**src/rtl/axis_pkg.sv**
```systemverilog
// rtl/axis_pkg.sv - shared AXIS widths, helpers and the default {tlast, tdata} entry type
package axis_pkg;

    localparam int DATA_W_DEF = 8;
    localparam int DEPTH_DEF  = 4;

    function automatic int addr_w(input int depth);
        return (depth > 1) ? $clog2(depth) : 1;
    endfunction

    function automatic int level_w(input int depth);
        return $clog2(depth + 1);
    endfunction

    localparam int ADDR_W  = addr_w(DEPTH_DEF);
    localparam int LEVEL_W = level_w(DEPTH_DEF);

    typedef struct packed {
        logic                  tlast;
        logic [DATA_W_DEF-1:0] tdata;
    } axis_entry_t;

endpackage

```
**src/rtl/axis_fifo_mem.sv**
```systemverilog
// rtl/axis_fifo_mem.sv - DEPTH x W register array, one write port, asynchronous read port
module axis_fifo_mem #(
    parameter int W     = 9,
    parameter int DEPTH = 4,
    parameter int AW    = 2
) (
    input  logic          aclk,
    input  logic          aresetn,
    input  logic          wr_en,
    input  logic [AW-1:0] wr_addr,
    input  logic [W-1:0]  wr_data,
    input  logic [AW-1:0] rd_addr,
    output logic [W-1:0]  rd_data
);

    logic [W-1:0] mem [DEPTH];

    always_ff @(posedge aclk or negedge aresetn) begin
        if (!aresetn) begin
            for (int i = 0; i < DEPTH; i++) begin
                mem[i] <= '0;
            end
        end else if (wr_en) begin
            mem[wr_addr] <= wr_data;
        end
    end

    assign rd_data = mem[rd_addr];

endmodule

```
**src/rtl/axis_pkt_fifo.sv**
```systemverilog
// rtl/axis_pkt_fifo.sv - AXI4-Stream FIFO with optional store-and-forward packet release
module axis_pkt_fifo
    import axis_pkg::*;
#(
    parameter int DATA_W   = 8,
    parameter int DEPTH    = 4,
    parameter int PKT_MODE = 0
) (
    input  logic                         aclk,
    input  logic                         aresetn,
    input  logic [DATA_W-1:0]            s_axis_tdata,
    input  logic                         s_axis_tvalid,
    input  logic                         s_axis_tlast,
    output logic                         s_axis_tready,
    output logic [DATA_W-1:0]            m_axis_tdata,
    output logic                         m_axis_tvalid,
    output logic                         m_axis_tlast,
    input  logic                         m_axis_tready,
    output logic [$clog2(DEPTH+1)-1:0]   level
);

    localparam int AW = addr_w(DEPTH);
    localparam int LW = level_w(DEPTH);
    localparam logic [LW-1:0] FULL_LVL = LW'(DEPTH);

    logic [AW-1:0] wr_ptr, rd_ptr;
    logic [LW-1:0] level_q, level_nxt;
    logic [LW-1:0] pkt_cnt, pkt_nxt;
    logic          rdy_q;
    logic          push, pop;
    logic [DATA_W:0] rd_entry;

    assign push = s_axis_tvalid & rdy_q;
    assign pop  = m_axis_tvalid & m_axis_tready;

    always_comb begin
        level_nxt = level_q;
        case ({push, pop})
            2'b10:   level_nxt = level_q + LW'(1);
            2'b01:   level_nxt = level_q - LW'(1);
            default: level_nxt = level_q;
        endcase
    end

    always_comb begin
        pkt_nxt = pkt_cnt;
        case ({push & s_axis_tlast, pop & m_axis_tlast})
            2'b10:   pkt_nxt = pkt_cnt + LW'(1);
            2'b01:   pkt_nxt = pkt_cnt - LW'(1);
            default: pkt_nxt = pkt_cnt;
        endcase
    end

    // tready is registered from next level so downstream tready never reaches upstream combinationally
    always_ff @(posedge aclk or negedge aresetn) begin
        if (!aresetn) begin
            wr_ptr  <= '0;
            rd_ptr  <= '0;
            level_q <= '0;
            pkt_cnt <= '0;
            rdy_q   <= 1'b0;
        end else begin
            if (push) wr_ptr <= wr_ptr + AW'(1);
            if (pop)  rd_ptr <= rd_ptr + AW'(1);
            level_q <= level_nxt;
            pkt_cnt <= pkt_nxt;
            rdy_q   <= (level_nxt != FULL_LVL);
        end
    end

    axis_fifo_mem #(
        .W     (DATA_W + 1),
        .DEPTH (DEPTH),
        .AW    (AW)
    ) u_mem (
        .aclk    (aclk),
        .aresetn (aresetn),
        .wr_en   (push),
        .wr_addr (wr_ptr),
        .wr_data ({s_axis_tlast, s_axis_tdata}),
        .rd_addr (rd_ptr),
        .rd_data (rd_entry)
    );

    // Full buffer releases even without a stored tlast so oversize packets cannot deadlock
    assign m_axis_tvalid = (level_q != '0) &&
                           ((PKT_MODE == 0) || (pkt_cnt != '0) || (level_q == FULL_LVL));
    assign m_axis_tlast  = rd_entry[DATA_W];
    assign m_axis_tdata  = rd_entry[DATA_W-1:0];
    assign s_axis_tready = rdy_q;
    assign level         = level_q;

endmodule

```
**config.mk**
```make
export PLATFORM = sky130hd
export DESIGN_NAME = axis_pkt_fifo
export DESIGN_NICKNAME = d
export VERILOG_FILES = /design/src/rtl/axis_pkg.sv /design/src/rtl/axis_fifo_mem.sv /design/src/rtl/axis_pkt_fifo.sv
export SDC_FILE = /design/constraint.sdc
export NUM_CORES = 1
export LEC_CHECK = 0
export BUFFER_PORTS_ARGS = -buffer_cell sky130_fd_sc_hd__buf_2
export CAP_MARGIN = 20
export CORE_UTILIZATION = 44
export CTS_BUF_LIST = sky130_fd_sc_hd__clkbuf_2
export CTS_CLUSTER_DIAMETER = 30
export CTS_CLUSTER_SIZE = 16
export DETAILED_ROUTE_END_ITERATION = 10
export PLACE_DENSITY = 0.72
export SETUP_SLACK_MARGIN = 0.1
export SYNTH_ARGS = -nofsm -noshare
export SYNTH_HDL_FRONTEND = slang
export SYNTH_HIERARCHICAL = 1
export SYNTH_SLANG_ARGS = --single-unit
```
**constraint.sdc**
```tcl
create_clock -name aclk -period 2.9 [get_ports aclk]
set_input_delay 0.145 -clock aclk [delete_from_list [all_inputs] [get_ports aclk]]
set_output_delay 0.145 -clock aclk [all_outputs]
set_load 0.01 [all_outputs]
```
Word level (Yosys, flattened, before mapping)
Cells that the tools add are included.

cells by class
  bitwise logic cells = 4
  magnitude comparators = 3
  multiplexer cells = 7
  $add $sub $neg = 4
  equal/unequal tests = 3
  reductions and logical operators = 2

operators by type and width
  cell                   count
  $bwmux W36             1
  $mux W9                3
  $bmux W9 S2            1
  $demux W9 S2           1
  $ge A3 B3 Y1 const B   2
  $not A2 Y3             2
  $pmux W3 S2            1
  $add A2 B1 Y2 const B  2
  $add A3 B1 Y3 const B  1
  $lt A3 B1 Y1 const B   1
  $ne A3 B3 Y1 const B   1
  $reduce_bool A3 Y1     1
  $sub A3 B1 Y3 const B  1
  $and A1 B1 Y1          2
  $eq A2 B1 Y1 const B   1
  $eq A2 B2 Y1 const B   1
  $logic_and A1 B1 Y1    1

word-level totals
  input bits = 13
  bits in registers = 44
  output and inout bits = 14
  word-level logic and storage cells = 31

Depth between registers and ports, before layout
  depth after elaboration = 6
  depth in mapped cells = 7

Modules after synthesis
Netlist, hierarchy kept.

by module, submodules not included
  module         times used  cells an instance  area each (sq um)
  axis_fifo_mem  1           88                 1570.3
  axis_pkt_fifo  1           30                 361.6

Worst setup path before layout
OpenSTA, ideal clock, no wires.

  kind = reg2reg
  start = register level_q[0], in the netlist level[0]
  end = register rdy_q, in the netlist s_axis_tready
  required time = 2.776 ns
  buffers on the path = 0
  path slack = 0.799 ns
  cell stages (with the launch flop) = 8
  data arrival time = 1.977 ns
  path through = dfrtp_1 > o31a_1 > ha_1 > inv_1 > fa_1 > xor2_1 > or3_1 > a211o_1

between the ends
  longest elaborated chain between the ends = 5

ends and longest elaborated chain
  what                                                 RTL line             RTL
  start: declaration                                   axis_pkt_fifo.sv:27  logic [LW-1:0] level_q, level_nxt;
  start signal: assignment                             axis_pkt_fifo.sv:65  level_q <= level_nxt;
  $reduce_bool A3 Y1 (*)                               axis_pkt_fifo.sv:86  assign m_axis_tvalid = (level_q != '0) &&
  $and A1 B1 Y1 (*)                                    axis_pkt_fifo.sv:34  assign pop = m_axis_tvalid & m_axis_tready;
  net pop                                              axis_pkt_fifo.sv:30  logic push, pop;
  $eq A2 B1 Y1 / $eq A2 B2 Y1 (equally long branches)  axis_pkt_fifo.sv:38  case ({push, pop})
  $pmux W3 S2 (*)                                      axis_pkt_fifo.sv:38
  $ne A3 B3 Y1 (*)                                     axis_pkt_fifo.sv:67  rdy_q <= (level_nxt != FULL_LVL);
  end signal: assignment                               axis_pkt_fifo.sv:67
  end: declaration                                     axis_pkt_fifo.sv:29  logic rdy_q;

The timed path passes the listed nets; every way through them passes the cells marked *.
A chain may end at the register's enable or synchronous reset.

Final worst setup path
Same ends and word-level chain as after synthesis.

==> run metrics <==
Worst VDD drop 0.0005244 V; CP startpoint level[0]$_DFF_PN0_; CTS Sinks 44; CTS tree built; CP required 3190 ps; Max Cap Viol 0; Setup Viol. Count Final 0; Die W 68.26 um; fin crit period 2195 ps; Tcrit/Tclk final 0.7568; CORE AREA 4115 sq um; # rows 23; Die Height 68.26 um; clk_skew 13.12 ps; power share of the clock group 0.130; Seq/Total Area, Yosys 0.5699; synthesis-stage register bit count 44; crit path DAT 2490 ps; cell internal pwr 0.001730 W; hold bufs inserted after CTS 5; fin. max-slew vios 0; Reg power frac 0.455; initial antenna violation count 0; Synth Area per Inst 16.37 sq um; FMAX 455.6 MHz; Mapped Cells 118; worst setup path category flip-flop to flip-flop; clk buf depth 2; Inserted Diodes 0; Hold Fails Final Rpt 0; Starting Density 0.4694; CP max FO 5; syn_nets 133; outcome finished clean; CTS Root Cell clkbuf_2; hold slack 115.8 ps; share of layout cells above drive strength 1 0.5217; DRT Wirelength 3.537 mm; GPL Wtd Cong 0.7835; crit path buf inv count 1; Post CTS Setup Buffer Count 0; Die ar. 4659 sq um; Comb pwr share 0.415; post_cts resized 0; RSZ-0062 raised after global routing false; port bufs 26; sw frac 0.3304; post-DP HPWL 2.389 mm; ANT nets after route 0; Clock transition at path regs 200 ps; Crit path max-delay family adder cells; fill cell count 342; CP max stage delay 460 ps; DR pass1 iterations 3; wire per inst 16.76 um; Layout Nets 175; Sw Pwr 0.0008535 W; CP max-delay cell dfrtp_1; hold crit path type primary input to flip-flop; Slew @ Worst Pin 944.7 ps; P per Cell Area 1128 nW/um^2; Reg-to-Reg Start level[0]$_DFF_PN0_; via count 1,127; crit-path cells o31a_1 > ha_1 > inv_1 > fa_1 > xor2_1 > or3_1 > a211o_1; GRT Overall Usage 0.1704; Synth cell types 21; cell leakage power 1.017 nW; # IOs 27; cts bufs inserted 5; startpoint types flip-flop; H-Tree Depth 2; Skew-Pair Late Insertion Delay 390 ps; hold_sp m_axis_tready; DRC violation count after routing 0; DR iter-0 viols 54; number of global-route vias before repair 1,157; Fin Setup TNS 0 ps; Post-Syn Area 1932 sq um; grt total ovfl 0; largest net degree at the start of global routing 45; area delta synth->final 18.59%; vias per cell 5.341; Worst Setup End Kind flip-flop; first-pass GRT wire length 5.554 mm; Ys Warns 6; Slew HR 0.3702
==> final cells by class <==
class	count	area, sq um	share of cell area
multi-input combinational	67	799.5	0.3490
clock inverter	2	35.03	0.01529
sequential	44	1101	0.4806
timing repair buffer	38	247.7	0.1081
clock buffer	6	30.03	0.01311
tap	50	62.56	0.02731
inverter	4	15.01	0.006554
==> worst reg2reg max path: stages, from the launching register on <==
cell,delay (ps)
dfrtp_1,460
o31a_1,220
ha_1,210
inv_1,70
fa_1,370
xor2_1,160
or3_1,330
a211o_1,300
==> state kept, by name (all words and copies together), names as in the netlist <==
name / flops
u_mem/mem: 36
s_axis_tready: 1
wr_ptr: 2
level: 3
rd_ptr: 2
==> Yosys cell counts <==
cell	instances	area, sq um
inv_1	4	15.01
nand3_2	1	10.01
xnor2_1	4	35.03
a211o_1	1	8.760
buf_2	1	5.000
nand3_1	1	5.000
xor2_1	2	17.52
fa_1	1	20.02
o21ai_0	1	5.000
dfrtp_1	44	1101
buf_4	1	7.510
nand3b_2	2	22.52
mux4_2	9	202.7
mux2i_1	1	10.01
nor3b_2	1	12.51
o31a_1	1	8.760
mux2_2	36	405.4
nand2_1	3	11.26
clkbuf_1	1	3.750
or3_1	2	12.51
ha_1	1	12.51
==> kinds of logic (layout without fill, tap and decap cells) <==
kind of cell,Yosys count,in the layout,synth area share
muxes,46,46,0.3199
adders and majority gates,2,2,0.01684
DFF,44,44,0.5700
xor gates and xnor gates,6,6,0.02720
AOI/OAI and AO/OA,3,3,0.01166
and+or+nand+nor,10,10,0.03821
buffers and inverters,7,50,0.01619
==> final timing paths <==
path,endpoint,slack [ps],cells after the start
min,rd_ptr[0]$_DFFE_PN0P_,120,3
min reg2reg,u_mem/mem[15]$_DFFE_PN0P_,530,1
max reg2reg,s_axis_tready$_DFF_PN0_,710,7
min in group asynchronous,u_mem/mem[28]$_DFFE_PN0P_,400,2
max,s_axis_tready$_DFF_PN0_,710,7
max in group asynchronous,u_mem/mem[23]$_DFFE_PN0P_,1920,2
==> power by group through the flow <==
stage | logic [W] | clock network, W | registers [W]
2_1_floorplan | 0.000839 | 0 | 0.00108
3_3_place_gp | 0.00103 | 0 | 0.00116
3_5_place_dp | 0.00108 | 0 | 0.00120
4_1_cts | 0.00108 | 0.000344 | 0.00118
5_1_grt | 0.00117 | 0.000375 | 0.00122
6_report | 0.00107 | 0.000337 | 0.00117
==> layout by cell type, fill, tap and decap left out, drive strengths merged <==
| cell type | synthesis | final |
|---|---|---|
| a211o | 1 | 1 |
| buf | 2 | 27 |
| nor3b | 1 | 1 |
| dfrtp | 44 | 44 |
| mux4 | 9 | 9 |
| dlygate4sd3 | 0 | 11 |
| clkinv | 0 | 1 |
| nand2 | 3 | 3 |
| ha | 1 | 1 |
| fa | 1 | 1 |
| or3 | 2 | 2 |
| inv | 4 | 4 |
| nand3b | 2 | 2 |
| xor2 | 2 | 2 |
| mux2i | 1 | 1 |
| nand3 | 2 | 2 |
| xnor2 | 4 | 4 |
| bufinv | 0 | 1 |
| o21ai | 1 | 1 |
| clkbuf | 1 | 6 |
| mux2 | 36 | 36 |
| o31a | 1 | 1 |
==> routing by layer <==
layer	GRT usage	routed length, um	up-vias
met2	0.2904	1839	25
met1	0.2122	1556	584
met4	0.05469	23	0
met5	0	0	-
li1	-	-	513
met3	0.04000	118	5
==> per-stage QoR <==
| stage | instances | setup WS [ps] | power [W] | cell area, sq um | util |
|---|---|---|---|---|---|
| 6_report | 211 | 705.2 | 0.002583 | 2291 | 0.5567 |
| 5_1_grt | 211 | 545.1 | 0.002768 | 2291 | 0.5567 |
| 4_1_cts | 205 | 692.0 | 0.002609 | 2231 | 0.5421 |
| 3_5_place_dp | 192 | 730.1 | 0.002274 | 2116 | 0.5141 |
| 3_3_place_gp | 192 | 820.0 | 0.002191 | 2116 | 0.5141 |
| 2_1_floorplan | 118 | 798.7 | 0.001920 | 1932 | - |
(Power assumes the default switching activity.)
